$ cat src/rtl/pipe_rca_pkg.sv
// pipe_rca_pkg: shared defaults for the pipelined ripple-carry adder.
package pipe_rca_pkg;

    localparam int unsigned BW_DEF     = 32;
    localparam int unsigned STAGES_DEF = 4;
    localparam int unsigned CW_DEF     = BW_DEF / STAGES_DEF;

endpackage

$ cat src/rtl/rca_chunk.sv
// rca_chunk: combinational CW-bit ripple-carry adder made of a chain of full-adder cells.
module rca_chunk
    import pipe_rca_pkg::*;
#(
    parameter int unsigned CW = CW_DEF
) (
    input  logic [CW-1:0] a,
    input  logic [CW-1:0] b,
    input  logic          ci,
    output logic [CW-1:0] s,
    output logic          co
);

    // One full adder per bit; each cell keeps its own carry so the chain is explicit.
    for (genvar i = 0; i < CW; i++) begin : g_bit
        logic c_in;
        logic c_out;

        if (i == 0) begin : g_lsb
            assign c_in = ci;
        end else begin : g_upper
            assign c_in = g_bit[i-1].c_out;
        end

        assign s[i]  = a[i] ^ b[i] ^ c_in;
        assign c_out = (a[i] & b[i]) | (c_in & (a[i] ^ b[i]));
    end

    assign co = g_bit[CW-1].c_out;

endmodule

$ cat src/rtl/pipe_ripple_carry_adder.sv
// pipe_ripple_carry_adder: fully pipelined BW-bit adder, one CW-bit chunk per stage.
// Latency is STAGES cycles after the input register; one operand set accepted per clock.
// Optional macro PIPE_RCA_VALID_EN adds in_valid/out_valid tracked alongside the data.
module pipe_ripple_carry_adder
    import pipe_rca_pkg::*;
#(
    parameter int unsigned BW     = BW_DEF,
    parameter int unsigned STAGES = STAGES_DEF
) (
    input  logic          CLK,
    input  logic          RESETn,
    input  logic [BW:1]   A,
    input  logic [BW:1]   B,
    input  logic          cin,
`ifdef PIPE_RCA_VALID_EN
    input  logic          in_valid,
    output logic          out_valid,
`endif
    output logic [BW:1]   sum,
    output logic          cout
);

    localparam int unsigned CW = BW / STAGES;

    logic              cin_q;
    // carry[0] is the registered cin; carry[j+1] is the registered carry out of chunk j.
    logic [STAGES:0]   carry;

    // Input register for the carry-in (level 0 of the pipe).
    always_ff @(posedge CLK or negedge RESETn) begin
        if (!RESETn) begin
            cin_q <= 1'b0;
        end else begin
            cin_q <= cin;
        end
    end

    assign carry[0] = cin_q;

    for (genvar j = 0; j < STAGES; j++) begin : g_chunk
        // Operand chunk j is captured at level 0 and skewed until stage j+1 consumes it.
        logic [CW-1:0] a_q [j+1];
        logic [CW-1:0] b_q [j+1];
        // Chunk j's sum is produced at level j+1 and de-skewed to level STAGES.
        logic [CW-1:0] s_q [STAGES-j];
        logic [CW-1:0] s_c;
        logic          co_c;
        logic          co_q;

        rca_chunk #(
            .CW (CW)
        ) u_chunk (
            .a  (a_q[j]),
            .b  (b_q[j]),
            .ci (carry[j]),
            .s  (s_c),
            .co (co_c)
        );

        // Operand skew, chunk sum/carry capture and sum de-skew for this chunk.
        always_ff @(posedge CLK or negedge RESETn) begin
            if (!RESETn) begin
                for (int i = 0; i <= j; i++) begin
                    a_q[i] <= '0;
                    b_q[i] <= '0;
                end
                for (int i = 0; i < STAGES - j; i++) begin
                    s_q[i] <= '0;
                end
                co_q <= 1'b0;
            end else begin
                a_q[0] <= A[j*CW+1 +: CW];
                b_q[0] <= B[j*CW+1 +: CW];
                for (int i = 1; i <= j; i++) begin
                    a_q[i] <= a_q[i-1];
                    b_q[i] <= b_q[i-1];
                end
                s_q[0] <= s_c;
                for (int i = 1; i < STAGES - j; i++) begin
                    s_q[i] <= s_q[i-1];
                end
                co_q <= co_c;
            end
        end

        assign carry[j+1]         = co_q;
        assign sum[j*CW+1 +: CW] = s_q[STAGES-1-j];
    end

    assign cout = carry[STAGES];

`ifdef PIPE_RCA_VALID_EN
    logic [STAGES:0] vld_q;

    // Valid flag rides a STAGES+1 deep shift register aligned with the data path.
    always_ff @(posedge CLK or negedge RESETn) begin
        if (!RESETn) begin
            vld_q <= '0;
        end else begin
            vld_q <= {vld_q[STAGES-1:0], in_valid};
        end
    end

    assign out_valid = vld_q[STAGES];
`endif

endmodule

$ cat config.mk
export PLATFORM = sky130hd
export DESIGN_NAME = pipe_ripple_carry_adder
export DESIGN_NICKNAME = d
export VERILOG_FILES = /design/src/rtl/pipe_rca_pkg.sv /design/src/rtl/rca_chunk.sv /design/src/rtl/pipe_ripple_carry_adder.sv
export SDC_FILE = /design/constraint.sdc
export NUM_CORES = 1
export LEC_CHECK = 0
export ABC_AREA = 1
export BUFFER_PORTS_ARGS = -buffer_cell sky130_fd_sc_hd__buf_2
export CAP_MARGIN = 20
export CORE_ASPECT_RATIO = 2
export CORE_MARGIN = 10
export CORE_UTILIZATION = 55
export CTS_CLUSTER_DIAMETER = 150
export DETAILED_ROUTE_END_ITERATION = 8
export PLACE_DENSITY_LB_ADDON = 0.05
export REMOVE_ABC_BUFFERS = 1
export SLEW_MARGIN = 20
export SYNTH_ARGS = -nofsm -noshare
export SYNTH_HDL_FRONTEND = slang
export SYNTH_SLANG_ARGS = --single-unit
$ cat constraint.sdc
create_clock -name CLK -period 4.68 [get_ports CLK]
set_clock_uncertainty 0.05 [all_clocks]
set_input_delay 0.936 -clock CLK [delete_from_list [all_inputs] [get_ports CLK]]
set_output_delay 0.936 -clock CLK [all_outputs]
set_load 0.01 [all_outputs]
==> summary.json <==
{
  "hold_end": "g_chunk[1].b_q[5]",
  "die_area_um2": 18100,
  "min_from": "g_chunk[1].b_q[13]",
  "num_io_pins": 100,
  "endpoint_of_the_worst_register_to_register_path": "g_chunk[2].s_q[15]",
  "dr.pass1.iters": 4,
  "final_worst_slack_ps": 921,
  "overall_overflow_remaining_after_global_route": 0,
  "ys_ff_latch": 245,
  "worst_r2r_startpoint": "g_chunk[1].co_q",
  "std_cell_rows": 58,
  "main_combinational_cell_family_by_area_after_synthesis": "adder cells",
  "tritoncts": "yes",
  "dr.first_iter.drc_count": 115,
  "vdd_ir_drop_max_mv": 0.422,
  "asyncSetResetFlopFracSynth": 1.00,
  "cellPowerDensity_nw_per_um2": 519,
  "dp_cells": 568,
  "vias": 2688,
  "critPathMaxFanout": 1,
  "clkSlewWorstSetupHoldPaths_ps": 70,
  "finalHoldWorstSlack_ps": 290,
  "critical-path-top-cell-by-count": "sky130_fd_sc_hd__fa_1",
  "worstSetupPathType": "register to register",
  "switching_share": 0.206,
  "grt_setup_unrepaired": "no",
  "post_synth.cell_area_avg_um2": 20.8,
  "yosysSeqAreaShare": 0.863,
  "synthMuxAreaShare": 0,
  "syn-cell-area_um2": 7100,
  "critPathMaxStageDelay_ps": 420,
  "postSynthCellCount": 341,
  "synth-warning-count": 0,
  "crit_path_capture_type": "register",
  "post_route_cells_drive_above_1_share": 0.288,
  "final_core_util": 0.660,
  "critical_path_arrival_ps": 4130,
  "antenna_cells": 0,
  "setup.reg_to_reg.worst_slack_ps": 920,
  "gpl.final_weighted_congestion": 0.769,
  "hold_path_class": "register to register",
  "avgRoutedWirePerCell_um": 15.2,
  "synth_adder_area_share": 0.0902,
  "power.static_leakage_nw": 4.05,
  "grt_pass1_vias": 3229,
  "area_growth_pct": 17.4,
  "grt_start_max_net_pins": 138,
  "detail_route.wirelength_um": 9220,
  "worst_slew_margin_rel": 0.373,
  "pwr-share-clk": 0.394,
  "timing.max_cap.violations": 0,
  "cts_repair_resize_count": 0,
  "reg2regPathDepth": 12,
  "drcViolationCount": 0,
  "die_width_um": 100,
  "cts-htree-levels": 1,
  "run_status": "finished, final reports clean",
  "synth_most_common_cell": "sky130_fd_sc_hd__dfrtp_1",
  "final_cells": 605,
  "worst_path_max_delay_cell": "sky130_fd_sc_hd__fa_1",
  "tns_ps": 0,
  "portBuffers": 99,
  "p_int_mw": 3.43,
  "timing_worst_slew_pin_value_ps": 941,
  "synthSimpleGateAreaFrac": 0,
  "drt.antenna.violating_nets": 0,
  "finalNetCount": 540,
  "clk_latency_ps": 480,
  "cts_max_path_buffers": 3,
  "synthFlopType": "sky130_fd_sc_hd__dfrtp_1",
  "start_kind": "register",
  "top_cells_by_instance_count_after_synthesis": "245 x sky130_fd_sc_hd__dfrtp_1, 40 x sky130_fd_sc_hd__inv_1, 32 x sky130_fd_sc_hd__fa_1",
  "seq_power_share": 0.552,
  "power.net_switching_mw": 0.893,
  "post-cts-setup-buffer-count": 0,
  "critical-path-top-delay-family": "adder cells",
  "detail_route.vias_per_cell": 4.44,
  "cts_root_buffer": "sky130_fd_sc_hd__clkbuf_16",
  "top_area_cells_in_the_synthesized_netlist": "sky130_fd_sc_hd__dfrtp_1 86%, sky130_fd_sc_hd__fa_1 9.0%, sky130_fd_sc_hd__buf_4 2.5%, sky130_fd_sc_hd__inv_1 2.1%",
  "synth-edff-count": 0,
  "grt_first_pass_wirelength_um": 15900,
  "number_of_endpoints_with_negative_hold_slack_in_the_final_report": 0,
  "critical_path_buffers_and_inverters": 4,
  "min_period_over_period": 0.803,
  "total_track_usage": 0.110,
  "synth_cell_type_count": 4,
  "tritoncts_num_sinks": 245,
  "starting_density_of_the_core": 0.562,
  "path_cells": "fa_1 > inv_1 > fa_1 > inv_1 > fa_1 > fa_1 > fa_1 > fa_1 > fa_1 > inv_1 > fa_1 > inv_1",
  "finalMaxSlewViolations": 0,
  "synth-compound-area-share": 0,
  "cts_inserted_buffers": 21,
  "final_period_minus_worst_setup_slack_ps": 3760,
  "max_clock_freq_mhz": 266,
  "area_share_of_xor_xnor_cells_in_the_synthesized_design": 0,
  "worstHoldPathCells": 0,
  "core_area_um2": 12600,
  "synth.top_cell.area_share": 0.863,
  "cts_hold_repair.buffers": 0,
  "worstPathRequired_ps": 5050,
  "post-place-ws_ps": 910,
  "hpwlAfterDp_um": 6190,
  "chipHeight_um": 181,
  "comb_power_share": 0.054,
  "report.final.setup_viol": 0,
  "antenna_found_initial": 0,
  "biggest_area_consumer_among_synthesized_cells": "sky130_fd_sc_hd__dfrtp_1"
}
-- logic make-up after synthesis --
kind of cell,count (synthesis)
buffers and inverters,64
adder cells (fa/ha/maj),32
flip-flops,245
-- worst reg2reg max path: cells and delay by family, from the launching register on --
kind                       cells  cell delay [ps]
buffers and inverters          4              300
adders and majority gates      8             2980
DFF                            1              380
-- how the worst max path moves through the flow --
stage / startpoint / endpoint / cells after the start
6_report: g_chunk[1].co_q / g_chunk[2].s_q[15] / 12
5_1_grt: g_chunk[0].co_q / g_chunk[1].s_q[23] / 12
4_1_cts: g_chunk[0].co_q / g_chunk[1].s_q[23] / 12
3_5_place_dp: g_chunk[0].co_q / g_chunk[1].s_q[23] / 12
3_3_place_gp: g_chunk[0].co_q / g_chunk[1].s_q[23] / 12
2_1_floorplan: cin_q / g_chunk[0].s_q[31] / 12
-- cell usage in the layout, fill, tap and decap left out --
| master | netlist | layout |
|---|---|---|
| sky130_fd_sc_hd__inv_1 | 40 | 40 |
| sky130_fd_sc_hd__fa_1 | 32 | 32 |
| sky130_fd_sc_hd__bufinv_16 | 0 | 2 |
| sky130_fd_sc_hd__inv_12 | 0 | 1 |
| sky130_fd_sc_hd__dfrtp_1 | 245 | 245 |
| sky130_fd_sc_hd__buf_2 | 0 | 98 |
| sky130_fd_sc_hd__clkbuf_8 | 0 | 4 |
| sky130_fd_sc_hd__buf_4 | 24 | 1 |
| sky130_fd_sc_hd__buf_12 | 0 | 1 |
| sky130_fd_sc_hd__buf_8 | 0 | 1 |
| sky130_fd_sc_hd__clkinv_2 | 0 | 2 |
| sky130_fd_sc_hd__clkbuf_1 | 0 | 7 |
| sky130_fd_sc_hd__clkbuf_16 | 0 | 21 |
-- registers in the layout, indices dropped and copies added, names as in the netlist --
name	flops
g_chunk.s_q	56
cin_q	1
g_chunk.a_q	80
g_chunk.co_q	3
g_chunk.b_q	80
cout	1
sum	24
-- per-layer routing --
| layer | share of wire | GRT usage |
|---|---|---|
| met5 | 0 | 0 |
| met4 | 0.034 | 0.0506 |
| met3 | 0.059 | 0.0294 |
| met2 | 0.55 | 0.189 |
| met1 | 0.35 | 0.123 |
-- layout make-up --
type | instances | area (µm²)
Tap cell | 150 | 188
Clock inverter | 5 | 86.3
Sequential cell | 245 | 6130
Timing Repair Buffer | 101 | 533
Multi-Input combinational cell | 32 | 641
Clock buffer | 32 | 607
Inverter | 40 | 150
Fill cell | 890 | 4290
-- power by group through the flow --
stage | combinational [mW] | sequential [mW] | clock (mW)
floorplan | 0.0528 | 2.45 | 0
global placement | 0.236 | 2.42 | 0
detailed placement | 0.245 | 2.43 | 0
CTS | 0.246 | 2.39 | 1.76
global route | 0.271 | 2.41 | 1.85
finish | 0.234 | 2.39 | 1.70
-- metrics by stage --
stage	cell area [µm²]	total power [mW]
floorplan	6920	2.50
finish	8340	4.32
global route	8340	4.53
CTS	8340	4.40
global placement	7640	2.66
detailed placement	7640	2.68
(Power assumes the default switching activity.)
